### src/rtl/mem_arb_pkg.sv
// mem_arb_pkg
// Shared types and memory-map constants for the memory port arbiter.
//   owner_t  : who owns the read data returning from the memory controller
//   RAM_*    : display-readable RAM image region [RAM_BASE, RAM_END)
//   ROM_BASE, SENO_BASE : neighbouring regions of the controller's map
//   in_ram() : true when an address lies inside the RAM image region
package mem_arb_pkg;

    typedef enum logic [1:0] {
        OWN_NONE = 2'd0,
        OWN_CPU  = 2'd1,
        OWN_VGA  = 2'd2
    } owner_t;

    localparam logic [31:0] ROM_BASE  = 32'd400;
    localparam logic [31:0] RAM_BASE  = 32'd8500;
    localparam logic [31:0] RAM_END   = 32'd138100;
    localparam logic [31:0] SENO_BASE = 32'd138100;

    function automatic logic in_ram(input logic [31:0] addr);
        return (addr >= RAM_BASE) && (addr < RAM_END);
    endfunction

endpackage

### src/rtl/arb_starve_counter.sv
// arb_starve_counter
// Counts consecutive cycles in which a request is pending but not granted,
// saturating at MAX_WAIT. at_limit tells the arbiter to give this requester
// priority on the next opportunity.
//   clk, reset_n : clock, asynchronous active-low reset
//   req          : requester is asking this cycle
//   gnt          : requester was granted this cycle
//   at_limit     : counter has reached MAX_WAIT
module arb_starve_counter #(
    parameter int unsigned MAX_WAIT = 4
) (
    input  logic clk,
    input  logic reset_n,
    input  logic req,
    input  logic gnt,
    output logic at_limit
);

    logic [3:0] cnt;

    always_ff @(posedge clk or negedge reset_n) begin
        if (!reset_n) begin
            cnt <= '0;
        end else if (!req || gnt) begin
            cnt <= '0;
        end else if (cnt != 4'(MAX_WAIT)) begin
            cnt <= cnt + 4'd1;
        end
    end

    assign at_limit = (cnt == 4'(MAX_WAIT));

endmodule

### src/rtl/mem_port_arbiter.sv
// mem_port_arbiter
// Shares the memory controller's single data port between the CPU MEM stage
// (read/write, fixed priority) and the display frame reader (read-only).
// After MAX_WAIT consecutive denied cycles the display takes priority.
// Reads have one cycle of latency; ret_own tags the returning data.
//   CPU side     : cpu_req/cpu_we/cpu_addr/cpu_wd in, cpu_rd/cpu_ready out
//   Display side : vga_req/vga_addr in, vga_gnt/vga_rd/vga_valid out
//   Memory side  : mem_we/mem_addr/mem_wd out, mem_rd in
module mem_port_arbiter
    import mem_arb_pkg::*;
#(
    parameter int unsigned ADDR_W   = 32,
    parameter int unsigned DATA_W   = 32,
    parameter int unsigned MAX_WAIT = 4
) (
    input  logic              clk,
    input  logic              reset_n,
    input  logic              cpu_req,
    input  logic              cpu_we,
    input  logic [ADDR_W-1:0] cpu_addr,
    input  logic [DATA_W-1:0] cpu_wd,
    output logic [DATA_W-1:0] cpu_rd,
    output logic              cpu_ready,
    input  logic              vga_req,
    input  logic [ADDR_W-1:0] vga_addr,
    output logic              vga_gnt,
    output logic [DATA_W-1:0] vga_rd,
    output logic              vga_valid,
    output logic              mem_we,
    output logic [ADDR_W-1:0] mem_addr,
    output logic [DATA_W-1:0] mem_wd,
    input  logic [DATA_W-1:0] mem_rd
);

    owner_t ret_own;
    logic   vga_prio;
    logic   cpu_eligible;
    logic   gnt_cpu;
    logic   gnt_vga;

    arb_starve_counter #(
        .MAX_WAIT (MAX_WAIT)
    ) u_starve (
        .clk      (clk),
        .reset_n  (reset_n),
        .req      (vga_req),
        .gnt      (gnt_vga),
        .at_limit (vga_prio)
    );

    // Grants are gated by reset_n so every output is 0 while reset is held,
    // even though the grant path is combinational from the requests.
    always_comb begin
        gnt_cpu      = 1'b0;
        gnt_vga      = 1'b0;
        // A CPU read whose data is returning now is finished; do not reissue it.
        cpu_eligible = cpu_req && (ret_own != OWN_CPU);
        if (reset_n) begin
            if (vga_prio && vga_req) begin
                gnt_vga = 1'b1;
            end else if (cpu_eligible) begin
                gnt_cpu = 1'b1;
            end else if (vga_req) begin
                gnt_vga = 1'b1;
            end
        end
    end

    always_comb begin
        mem_we   = 1'b0;
        mem_addr = '0;
        mem_wd   = '0;
        if (gnt_cpu) begin
            mem_we   = cpu_we;
            mem_addr = cpu_addr;
            mem_wd   = cpu_wd;
        end else if (gnt_vga) begin
            mem_addr = vga_addr;
        end
    end

    always_ff @(posedge clk or negedge reset_n) begin
        if (!reset_n) begin
            ret_own <= OWN_NONE;
        end else if (gnt_cpu && !cpu_we) begin
            ret_own <= OWN_CPU;
        end else if (gnt_vga) begin
            ret_own <= OWN_VGA;
        end else begin
            ret_own <= OWN_NONE;
        end
    end

    always_comb begin
        vga_gnt   = gnt_vga;
        cpu_ready = (gnt_cpu && cpu_we) || (ret_own == OWN_CPU);
        cpu_rd    = (ret_own == OWN_CPU) ? mem_rd : '0;
        vga_valid = (ret_own == OWN_VGA);
        vga_rd    = (ret_own == OWN_VGA) ? mem_rd : '0;
    end

    a_vga_in_ram: assert property (@(posedge clk) disable iff (!reset_n)
        vga_req |-> in_ram(32'(vga_addr)));

endmodule
### config.mk
export PLATFORM = sky130hd
export DESIGN_NAME = mem_port_arbiter
export DESIGN_NICKNAME = d
export VERILOG_FILES = /design/src/rtl/mem_arb_pkg.sv /design/src/rtl/arb_starve_counter.sv /design/src/rtl/mem_port_arbiter.sv
export SDC_FILE = /design/constraint.sdc
export NUM_CORES = 1
export LEC_CHECK = 0
export BUFFER_PORTS_ARGS = -buffer_cell sky130_fd_sc_hd__buf_2
export CORE_AREA = 2 2 102 104
export CTS_BUF_LIST = sky130_fd_sc_hd__clkbuf_4 sky130_fd_sc_hd__clkbuf_8
export DETAILED_ROUTE_END_ITERATION = 6
export DIE_AREA = 0 0 104 106
export PLACE_DENSITY = 0.49
export SYNTH_ARGS = -nofsm -noshare
export SYNTH_HDL_FRONTEND = slang
export SYNTH_SLANG_ARGS = --single-unit
### constraint.sdc
create_clock -name clk -period 1.9 [get_ports clk]
set_clock_uncertainty 0.05 [all_clocks]
set_input_delay 0.38 -clock clk [delete_from_list [all_inputs] [get_ports clk]]
set_output_delay 0.38 -clock clk [all_outputs]
set_load 0.01 [all_outputs]
# Yosys cells after proc, flatten, opt, wreduce, memory -nomap -nowiden
# Cells that the tools add are included.
dict set report word_totals {
  input_bits 133
  ff_bits 6
  word_cells 34
}
dict set report op_classes {
  addsub 1
  mux 17
  n_eq_ne 5
  reduce_logical 9
}
# operator count
set op_table {}
lappend op_table {{32-bit two-way mux} 5}
lappend op_table {{1-bit two-way mux} 8}
lappend op_table {{4-bit two-way mux} 2}
lappend op_table {{4-bit by 1-bit adder with 4-bit output (second input constant)} 1}
lappend op_table {{4-bit by 3-bit equality test with 1-bit output (second input constant)} 1}
lappend op_table {{1-bit logical AND} 4}
lappend op_table {{2-bit two-way mux} 2}
lappend op_table {{4-bit by 3-bit != test with 1-bit output (second input constant)} 1}
lappend op_table {{2-bit by 1-bit equality test with 1-bit output (second input constant)} 1}
lappend op_table {{2-bit equality test (second input constant)} 1}
lappend op_table {{1-bit logical NOT} 2}
lappend op_table {{1-bit logical OR} 2}
lappend op_table {{2-bit by 1-bit != test with 1-bit output (second input constant)} 1}
lappend op_table {{2-bit nonzero test} 1}

# Depth between registers and ports, before layout
# Gate-level depths: netlist of the first run.
dict set report logic_depth {
  word_depth 7
  mapped_depth 7
  depth_no_buf 5
}

# By module
# From an unflattened synthesis of the first run, not the netlist that was laid out.
dict set report hier_totals {
  hier_cells 177
  area_unflattened_um2 1322.5
}
# module area_per_inst_um2 n_inst seq_area_each_um2 cells_each
set by_module_without_submodules {}
lappend by_module_without_submodules {mem_port_arbiter 1104.8 1 50.0 157}
lappend by_module_without_submodules {arb_starve_counter 217.7 1 100.1 20}

# Least setup slack after synthesis of the first run
# OpenSTA, ideal clock, no wires.
dict set report synth_timing {
  path_type {register to output}
  startpoint {reg u_starve.cnt[0]}
  endpoint {out mem_addr[11]}
  stages_incl_launch_ff 8
  slack_ns 0.044
  arrival_time_ns 1.426
  path_cell_list {dfrtp_1 inv_1 ha_1 nand3b_4 and3_1 buf_6 buf_6 o22ai_1}
}
dict set report synth_between {
  elab_chain_len 6
  word_cells_on_any_way 8
  classes_between {eq/ne (1); mux (6); reduce/logical (1)}
}
# item line_no
set synth_rtl {}
lappend synth_rtl {{start: declaration} arb_starve_counter.sv:19} ;# logic [3:0] cnt;
lappend synth_rtl {{start signal: assignment} arb_starve_counter.sv:27} ;# cnt <= cnt + 4'd1;
lappend synth_rtl {{4-bit by 3-bit equality test with 1-bit output (*)} arb_starve_counter.sv:31} ;# assign at_limit = (cnt == 4'(MAX_WAIT));
lappend synth_rtl {{1-bit logical AND (*)} mem_port_arbiter.sv:59} ;# if (vga_prio && vga_req) begin
lappend synth_rtl {{1-bit two-way mux} mem_port_arbiter.sv:59}
lappend synth_rtl {{1-bit two-way mux} mem_port_arbiter.sv:58} ;# if (reset_n) begin
lappend synth_rtl {{32-bit two-way mux} mem_port_arbiter.sv:77} ;# end else if (gnt_vga) begin
lappend synth_rtl {{32-bit two-way mux (*)} mem_port_arbiter.sv:73} ;# if (gnt_cpu) begin
lappend synth_rtl {{end: declaration} mem_port_arbiter.sv:30} ;# output logic [ADDR_W-1:0] mem_addr,
# Mark *: on every way between the ends. The rest lies on a longest branch, timed or not.

# Worst setup path in the final report of the first run
dict set report layout_timing {
  startpoint {reg u_starve.cnt[1]}
  endpoint {out mem_addr[12]}
}
# The elaborated chain is that of the path after synthesis.

==> results.sh, run 1 <==
export IMPL_rsz_0062_raised_after_global_routing="yes"
export IMPL_pre_cts_ws_ns=-0.06488
export IMPL_critical_path_slowest_cell="sky130_fd_sc_hd__dfrtp_1"
export IMPL_cp_start_kind="flop"
export IMPL_routed_via_density=4.323
export IMPL_irDropWorstVdd_v=0.0001593
export IMPL_drtPass1Iterations=4
export IMPL_power_per_cell_area_nw_per_um2=297.1
export IMPL_post_route_drc_count=0
export IMPL_port_buffer_count=264
export IMPL_part_of_the_yosys_area_used_for_sequential_elements=0.09091
export IMPL_postSynthNetCount=390
export IMPL_hp_class="in -> async"
export IMPL_htree_num_levels=1
export IMPL_insertion_delay_ns=0.23
export IMPL_grt_max_degree=44
export IMPL_synth_ff_latch_count=6
export IMPL_design_die_area_um2=11020
export IMPL_die_height_um=106
export IMPL_grt_first_pass_wirelength_um=13700
export IMPL_diodes=0
export IMPL_ys_warnings_count=0
export IMPL_reg2reg_setup_slack_ns=0.28
export IMPL_drv_slew=0
export IMPL_cts_made_buffers=3
export IMPL_leakagePower_nw=2.125
export IMPL_numnets_final=661
export IMPL_worstSetupEndpointType="output port"
export IMPL_final_hold_violation_count=0
export IMPL_maxClockFrequency_mhz=458.3
export IMPL_post_route_setup_slack_ns=-0.2818
export IMPL_synth_area_top_cells="sky130_fd_sc_hd__and2_1 37%, sky130_fd_sc_hd__nand2_1 15%, sky130_fd_sc_hd__dfrtp_1 9.1%"
export IMPL_finalSetupViolations=67
export IMPL_async_reset_ff_frac=1.000
export IMPL_num_fill_cells=1088
export IMPL_layout_cell_share_with_drive_strength_beyond_1=0.6431
export IMPL_syn_area_per_cell_um2=6.477
export IMPL_worst_ep_arrival_time_ns=1.75
export IMPL_post_synth_instance_area_um2=1652
export IMPL_core_area_um2=10000
export IMPL_layout_core_utilization=0.3701
export IMPL_max_clock_path_buffers=2
export IMPL_cts_tree="yes"
export IMPL_synth_largest_type_area_fraction=0.3712
export IMPL_areaGrowthSynthToFinish_pct=124.1
export IMPL_final_min_clock_period_ns=2.182
export IMPL_clockRootBuffer="sky130_fd_sc_hd__clkbuf_8"
export IMPL_ys_dominant_reg_cell="sky130_fd_sc_hd__dfrtp_1"
export IMPL_timing_critical_path_slowest_cell_delay_ns=0.38
export IMPL_die_width_um=104
export IMPL_crit_type="reg -> out"
export IMPL_sequential_cell_area_in_the_final_layout_um2=150.1
export IMPL_area_of_the_multi_input_gates_um2=1567
export IMPL_worst_pin_slew_ns=0.5347
export IMPL_vias_in_the_first_global_route=2779
export IMPL_io_pins=265
export IMPL_floorplan_initialDensity=0.1652
export IMPL_routedWlPerCell_um=13.83
export IMPL_cell_with_the_most_instances_after_synthesis="sky130_fd_sc_hd__and2_1"
export IMPL_clock_sinks=6
export IMPL_clk_transition_reported_paths_ns=0.04
export IMPL_drv_cap=0
export IMPL_worst_endpoint_required_ns=1.47
export IMPL_holdBufCountCts=0
export IMPL_synth_area_leader_cell="sky130_fd_sc_hd__and2_1"
export IMPL_violations="negative setup slack"
export IMPL_total_power_of_the_final_layout_mw=1.100
export IMPL_route_vias_total=2853
export IMPL_route_antenna_remaining_nets=0
export IMPL_track_usage=0.1524
export IMPL_postSynthCellCount=255
export IMPL_final_worst_path_cycle_share=1.148
export IMPL_drt_iter0_markers=134
export IMPL_cp_cell_sequence="inv_2 -> ha_4 -> buf_4 -> nand3b_4 -> and3_4 -> buf_12 -> buf_16 -> o22ai_2 -> buf_2"
export IMPL_slew_headroom=0.6403
export IMPL_worstPathMaxFanout=9
export IMPL_synth_common_cells="98 x sky130_fd_sc_hd__and2_1, 66 x sky130_fd_sc_hd__nand2_1, 23 x sky130_fd_sc_hd__o22ai_1, 10 x sky130_fd_sc_hd__o22ai_2, 9 x sky130_fd_sc_hd__clkbuf_1"
export IMPL_routabilityCongestion=0.7929
export IMPL_num_rows=37
export IMPL_status="complete, but fails checks"
export IMPL_synthDistinctLibCells=29
export IMPL_grt_antenna_before_repair=0
export IMPL_dp_final_hpwl_um=6589
export IMPL_overflow=0
export IMPL_drt_total_wl_um=9126
export IMPL_synth_edff_count=0
==> registers in the layout, summed over array words and instances, names as in the netlist <==
name,count
u_starve.cnt,4
ret_own,2
==> report_power, final <==
| group | total (mW) | switching [mW] | internal, mW | leakage [nW] |
|---|---|---|---|---|
| Clock | 0.196 | 0.0599 | 0.137 | 0.0216 |
| Sequential | 0.139 | 0.00426 | 0.134 | 0.0811 |
| Combinational | 0.765 | 0.361 | 0.403 | 2.02 |
| Total | 1.10 | 0.425 | 0.674 | 2.12 |
==> worst max-delay path, delay by kind of cell (launching register included) <==
kind | cells | cell delay, ns
buffers and inverters | 5 | 0.62
DFF | 1 | 0.38
adders and majority gates | 1 | 0.13
AOI/OAI and AO/OA | 1 | 0.08
and+or+nand+nor | 2 | 0.30
==> what timing repair did <==
item | in CTS | in global routing
buffers inserted | 8 | 1
gates cloned | 7 | 0
pin swaps | 37 | 1
setup endpoints to repair | 67 | 67
resized for setup | 39 | 12
==> final timing paths <==
check                                             from                          end  cells past startpoint
hold / removal                                 reset_n  u_starve.cnt[2]$_DFFE_PN0P_                      2
min in group clk                                cpu_we         ret_own[0]$_DFF_PN0_                      2
hold reg to reg            u_starve.cnt[2]$_DFFE_PN0P_  u_starve.cnt[2]$_DFFE_PN0P_                      1
setup reg to reg           u_starve.cnt[1]$_DFFE_PN0P_         ret_own[1]$_DFF_PN0_                      9
setup / recovery           u_starve.cnt[1]$_DFFE_PN0P_                 mem_addr[12]                      9
max in group asynchronous                      reset_n  u_starve.cnt[0]$_DFFE_PN0P_                      2
==> metrics by stage <==
step	hold slack [ns]	setup TNS, ns	instance area (um^2)	cells
global placement	0.3295	-0.1353	3146	642
floorplan	0.03441	0	1652	255
global route	0.1423	-18.06	3701	660
finish	0.1228	-11.85	3701	660
CTS	0.1328	-11.64	3640	660
detailed placement	0.3339	-0.9945	3146	642
==> cell usage in the layout, fill, tap and decap left out, types with 5 or more instances in the layout <==
master and n:
sky130_fd_sc_hd__and2_1 96, sky130_fd_sc_hd__buf_12 10, sky130_fd_sc_hd__buf_16 5, sky130_fd_sc_hd__buf_2 259, sky130_fd_sc_hd__buf_4 10, sky130_fd_sc_hd__buf_6 5, sky130_fd_sc_hd__dfrtp_1 6, sky130_fd_sc_hd__nand2_1 66
sky130_fd_sc_hd__o22ai_2 27, sky130_fd_sc_hd__o22ai_4 5
==> logic make-up after synthesis <==
group | share of synthesized area
adder cells (fa/ha/maj) | 0.01515
AO/OA/AOI/OAI | 0.1864
multiplexers | 0.006818
XOR/XNOR | 0.005304
AND/OR/NAND/NOR | 0.5970
flip-flops | 0.09091
buffers and inverters | 0.09849
==> metal layers <==
| metal | track usage | wire (um) |
|---|---|---|
| met1 | 0.1641 | 3364 |
| met2 | 0.3003 | 4776 |
| met3 | 0.02636 | 766 |
| met4 | 0.04730 | 218 |
| met5 | 0 | 0 |
==> area by class of cell <==
type                       count  area share
clock buffer                   3     0.01116
tap                          136     0.04598
sequential                     6     0.04057
multi-input combinational    224      0.4233
timing repair buffer         289      0.4770
inverter                       2    0.002028
(Power assumes the default switching activity.)
==> run 2, diff against run 1 <==
- ABC_AREA: not set -> 1
- CORE_AREA: 2 2 102 104 -> 2 2 103 105
- DIE_AREA: 0 0 104 106 -> 0 0 105 107
- PLACE_DENSITY: 0.49 -> 0.47
==> run 2 against run 1 <==
The flow still finishes with violations (negative setup slack). Global-route usage shrank 2.3 points. Flip-flop and latch count is the same. Setup slack gained 0.069 ns. Via count is 2.9% lower. Critical endpoint is now mem_wd[25]. Synthesized area shrank 11%. Die area increased by 1.9%. First-iteration DRC count is 13% lower. Maximum frequency rose by 3.2%.
==> results.sh, run 2 <==
export IMPL_post_route_setup_slack_ns=-0.2133
export IMPL_power_per_cell_area_nw_per_um2=297.1
export IMPL_final_hold_violation_count=0
export IMPL_timing_critical_path_max_delay_family="buffers and inverters"
export IMPL_route_vias_total=2770
export IMPL_final_min_clock_period_ns=2.113
export IMPL_worstPathMaxFanout=8
export IMPL_synth_edff_count=0
export IMPL_synth_ff_latch_count=6
export IMPL_layout_core_utilization=0.3357
export IMPL_critical_path_n_buffers_inverters=4
export IMPL_num_fill_cells=1122
export IMPL_synth_common_cells="106 x sky130_fd_sc_hd__inv_1, 100 x sky130_fd_sc_hd__nor2_1, 41 x sky130_fd_sc_hd__nand2_1, 32 x sky130_fd_sc_hd__o21ai_0"
export IMPL_io_pins=265
export IMPL_pre_cts_ws_ns=-0.04021
export IMPL_rr_endpoint="ret_own[0]$_DFF_PN0_"
export IMPL_timing_critical_path_to="mem_wd[25]"
export IMPL_drv_slew=0
export IMPL_cts_made_buffers=3
export IMPL_num_rows=37
export IMPL_registers_top_by_ff_count="u_starve.cnt"
export IMPL_die_width_um=105
export IMPL_vias_in_the_first_global_route=2458
export IMPL_port_buffer_count=264
export IMPL_drt_iter0_markers=116
export IMPL_grt_antenna_before_repair=0
export IMPL_design_die_area_um2=11240
export IMPL_htree_num_levels=1
export IMPL_cp_startpoint="u_starve.cnt[0]$_DFFE_PN0P_"
export IMPL_overflow=0
export IMPL_cp_cell_sequence="inv_2 -> ha_4 -> nand2_2 -> nor2_2 -> nand2_2 -> nand3_4 -> buf_12 -> clkbuf_16 -> nor2_2 -> buf_2"
export IMPL_die_height_um=107
export IMPL_violations="negative setup slack"
export IMPL_async_reset_ff_frac=1.000
export IMPL_post_synth_instance_area_um2=1468
export IMPL_clockRootBuffer="sky130_fd_sc_hd__clkbuf_8"
export IMPL_routed_via_density=3.815
export IMPL_fin_worst_hold_slack_ns=0.08447
export IMPL_drtPass1Iterations=4
export IMPL_dp_final_hpwl_um=6314
export IMPL_cell_with_the_most_instances_after_synthesis="sky130_fd_sc_hd__inv_1"
export IMPL_setup_tns_final_ns=-11.60
export IMPL_numnets_final=727
export IMPL_worst_ep_arrival_time_ns=1.68
export IMPL_routabilityCongestion=0.8175
export IMPL_floorplan_initialDensity=0.1454
export IMPL_core_area_um2=10090
export IMPL_clock_sinks=6
export IMPL_clk_transition_reported_paths_ns=0.04
export IMPL_postSynthNetCount=453
export IMPL_reg_top3="u_starve.cnt (4), ret_own (2)"
export IMPL_clkPwrFrac=0.190
export IMPL_grt_max_degree=35
export IMPL_rsz_0062_raised_after_global_routing="yes"
export IMPL_part_of_the_yosys_area_used_for_sequential_elements=0.1023
export IMPL_drv_cap=0
export IMPL_worst_endpoint_required_ns=1.47
export IMPL_synth_area_leader_cell="sky130_fd_sc_hd__inv_1"
export IMPL_route_antenna_remaining_nets=0
export IMPL_seq_power_share=0.144
export IMPL_drt_total_wl_um=8554
export IMPL_critical_path_slowest_cell="sky130_fd_sc_hd__dfrtp_1"
export IMPL_comb_pwr_share=0.666
export IMPL_net_switching_power_uw=404.6
export IMPL_irDropWorstVdd_v=0.0002540
export IMPL_most_common_layout_cells="257 x sky130_fd_sc_hd__buf_2, 104 x sky130_fd_sc_hd__inv_1, 86 x sky130_fd_sc_hd__nor2_1"
export IMPL_leakagePower_nw=2.429
export IMPL_cp_start_kind="flop"
export IMPL_timing_critical_path_slowest_cell_delay_ns=0.38
export IMPL_insertion_delay_ns=0.22
export IMPL_worst_pin_slew_ns=0.3341
export IMPL_largest_register_ffs=4
export IMPL_slew_headroom=0.7773
export IMPL_syn_area_per_cell_um2=4.615
export IMPL_status="complete, but fails checks"
export IMPL_synth_area_top_cells="sky130_fd_sc_hd__inv_1 27%, sky130_fd_sc_hd__nor2_1 26%, sky130_fd_sc_hd__o21ai_0 11%"
export IMPL_crit_type="reg -> out"
export IMPL_max_clock_path_buffers=2
export IMPL_areaGrowthSynthToFinish_pct=130.9
export IMPL_synthDistinctLibCells=21
export IMPL_maxClockFrequency_mhz=473.2
export IMPL_routedWlPerCell_um=11.78
export IMPL_track_usage=0.1294
export IMPL_layout_cells_most_common="sky130_fd_sc_hd__buf_2"
export IMPL_internal_power_uw=602.1
export IMPL_reg2reg_setup_slack_ns=0.30
export IMPL_grt_first_pass_wirelength_um=11940
export IMPL_hp_class="in -> async"
export IMPL_diodes=0
export IMPL_finalSetupViolations=66
export IMPL_power_switching_share=0.4019
export IMPL_layout_cell_share_with_drive_strength_beyond_1=0.5288
export IMPL_ys_warnings_count=0
export IMPL_ys_dominant_reg_cell="sky130_fd_sc_hd__dfrtp_1"
export IMPL_postSynthCellCount=318
export IMPL_final_worst_path_cycle_share=1.112
export IMPL_synth_largest_type_area_fraction=0.2711
export IMPL_post_route_drc_count=0
export IMPL_cts_tree="yes"
export IMPL_worstSetupEndpointType="output port"
export IMPL_critical_path_depth=10
export IMPL_r2r_start="u_starve.cnt[0]$_DFFE_PN0P_"
export IMPL_r2r_cells=10
-- run 2: per-stage QoR --
step	instances	instance area, um^2	power (mW)
global route	726	3388	1.090
global placement	711	2939	0.6924
CTS	722	3167	0.9552
finish	726	3388	1.007
detailed placement	711	2939	0.6962
floorplan	318	1468	0.4002
-- run 2: timing repair --
item,4_1_cts,5_1_grt
pin swaps,0,5
cloned,4,4
gates resized for setup,12,54
endpoints found under the setup margin,67,67
hold buffers,1,0
endpoints found under the hold margin,2,0
setup buffers,3,0
-- run 2: cells by family after synthesis --
family          count (synthesis)  synth area share
fa+ha+maj                       2           0.01705
compound gates                 35            0.1211
flops                           6            0.1023
buf+inv                       123            0.3504
xor+xnor                        2           0.01194
simple gates                  150            0.3973
-- run 2: layout make-up --
cell class	instances	area, um^2	share of cell area
inverters	107	406.6	0.1200
flip-flops and latches	6	150.1	0.04431
multi-input cells	189	907.1	0.2677
clock buffers	3	41.29	0.01219
repair buffers	285	1713	0.5055
well taps	136	170.2	0.05022
-- run 2: worst min path at each step --
stage	from	to	slack (ns)	cells after the start
after global routing	reset_n	u_starve.cnt[0]$_DFFE_PN0P_	0.09	2
final	reset_n	u_starve.cnt[1]$_DFFE_PN0P_	0.08	2
after floorplan	reset_n	ret_own[0]$_DFF_PN0_	0.03	0
after global placement	reset_n	u_starve.cnt[2]$_DFFE_PN0P_	0.15	1
after detailed placement	reset_n	u_starve.cnt[2]$_DFFE_PN0P_	0.14	1
after CTS	reset_n	u_starve.cnt[1]$_DFFE_PN0P_	0.08	2
-- run 2: power groups by stage --
stage | clock network, mW | registers [mW] | logic, mW
floorplan | 0 | 0.145 | 0.255
global placement | 0 | 0.145 | 0.548
detailed placement | 0 | 0.145 | 0.551
CTS | 0.195 | 0.144 | 0.617
global route | 0.205 | 0.146 | 0.739
finish | 0.191 | 0.145 | 0.671
-- run 2: per-layer routing --
layer,vias up,wire (um),track usage
met1,1177,3224,0.1472
met4,0,47,0.01429
li1,1433,-,-
met3,4,749,0.02614
met5,-,0,0
met2,156,4532,0.2542
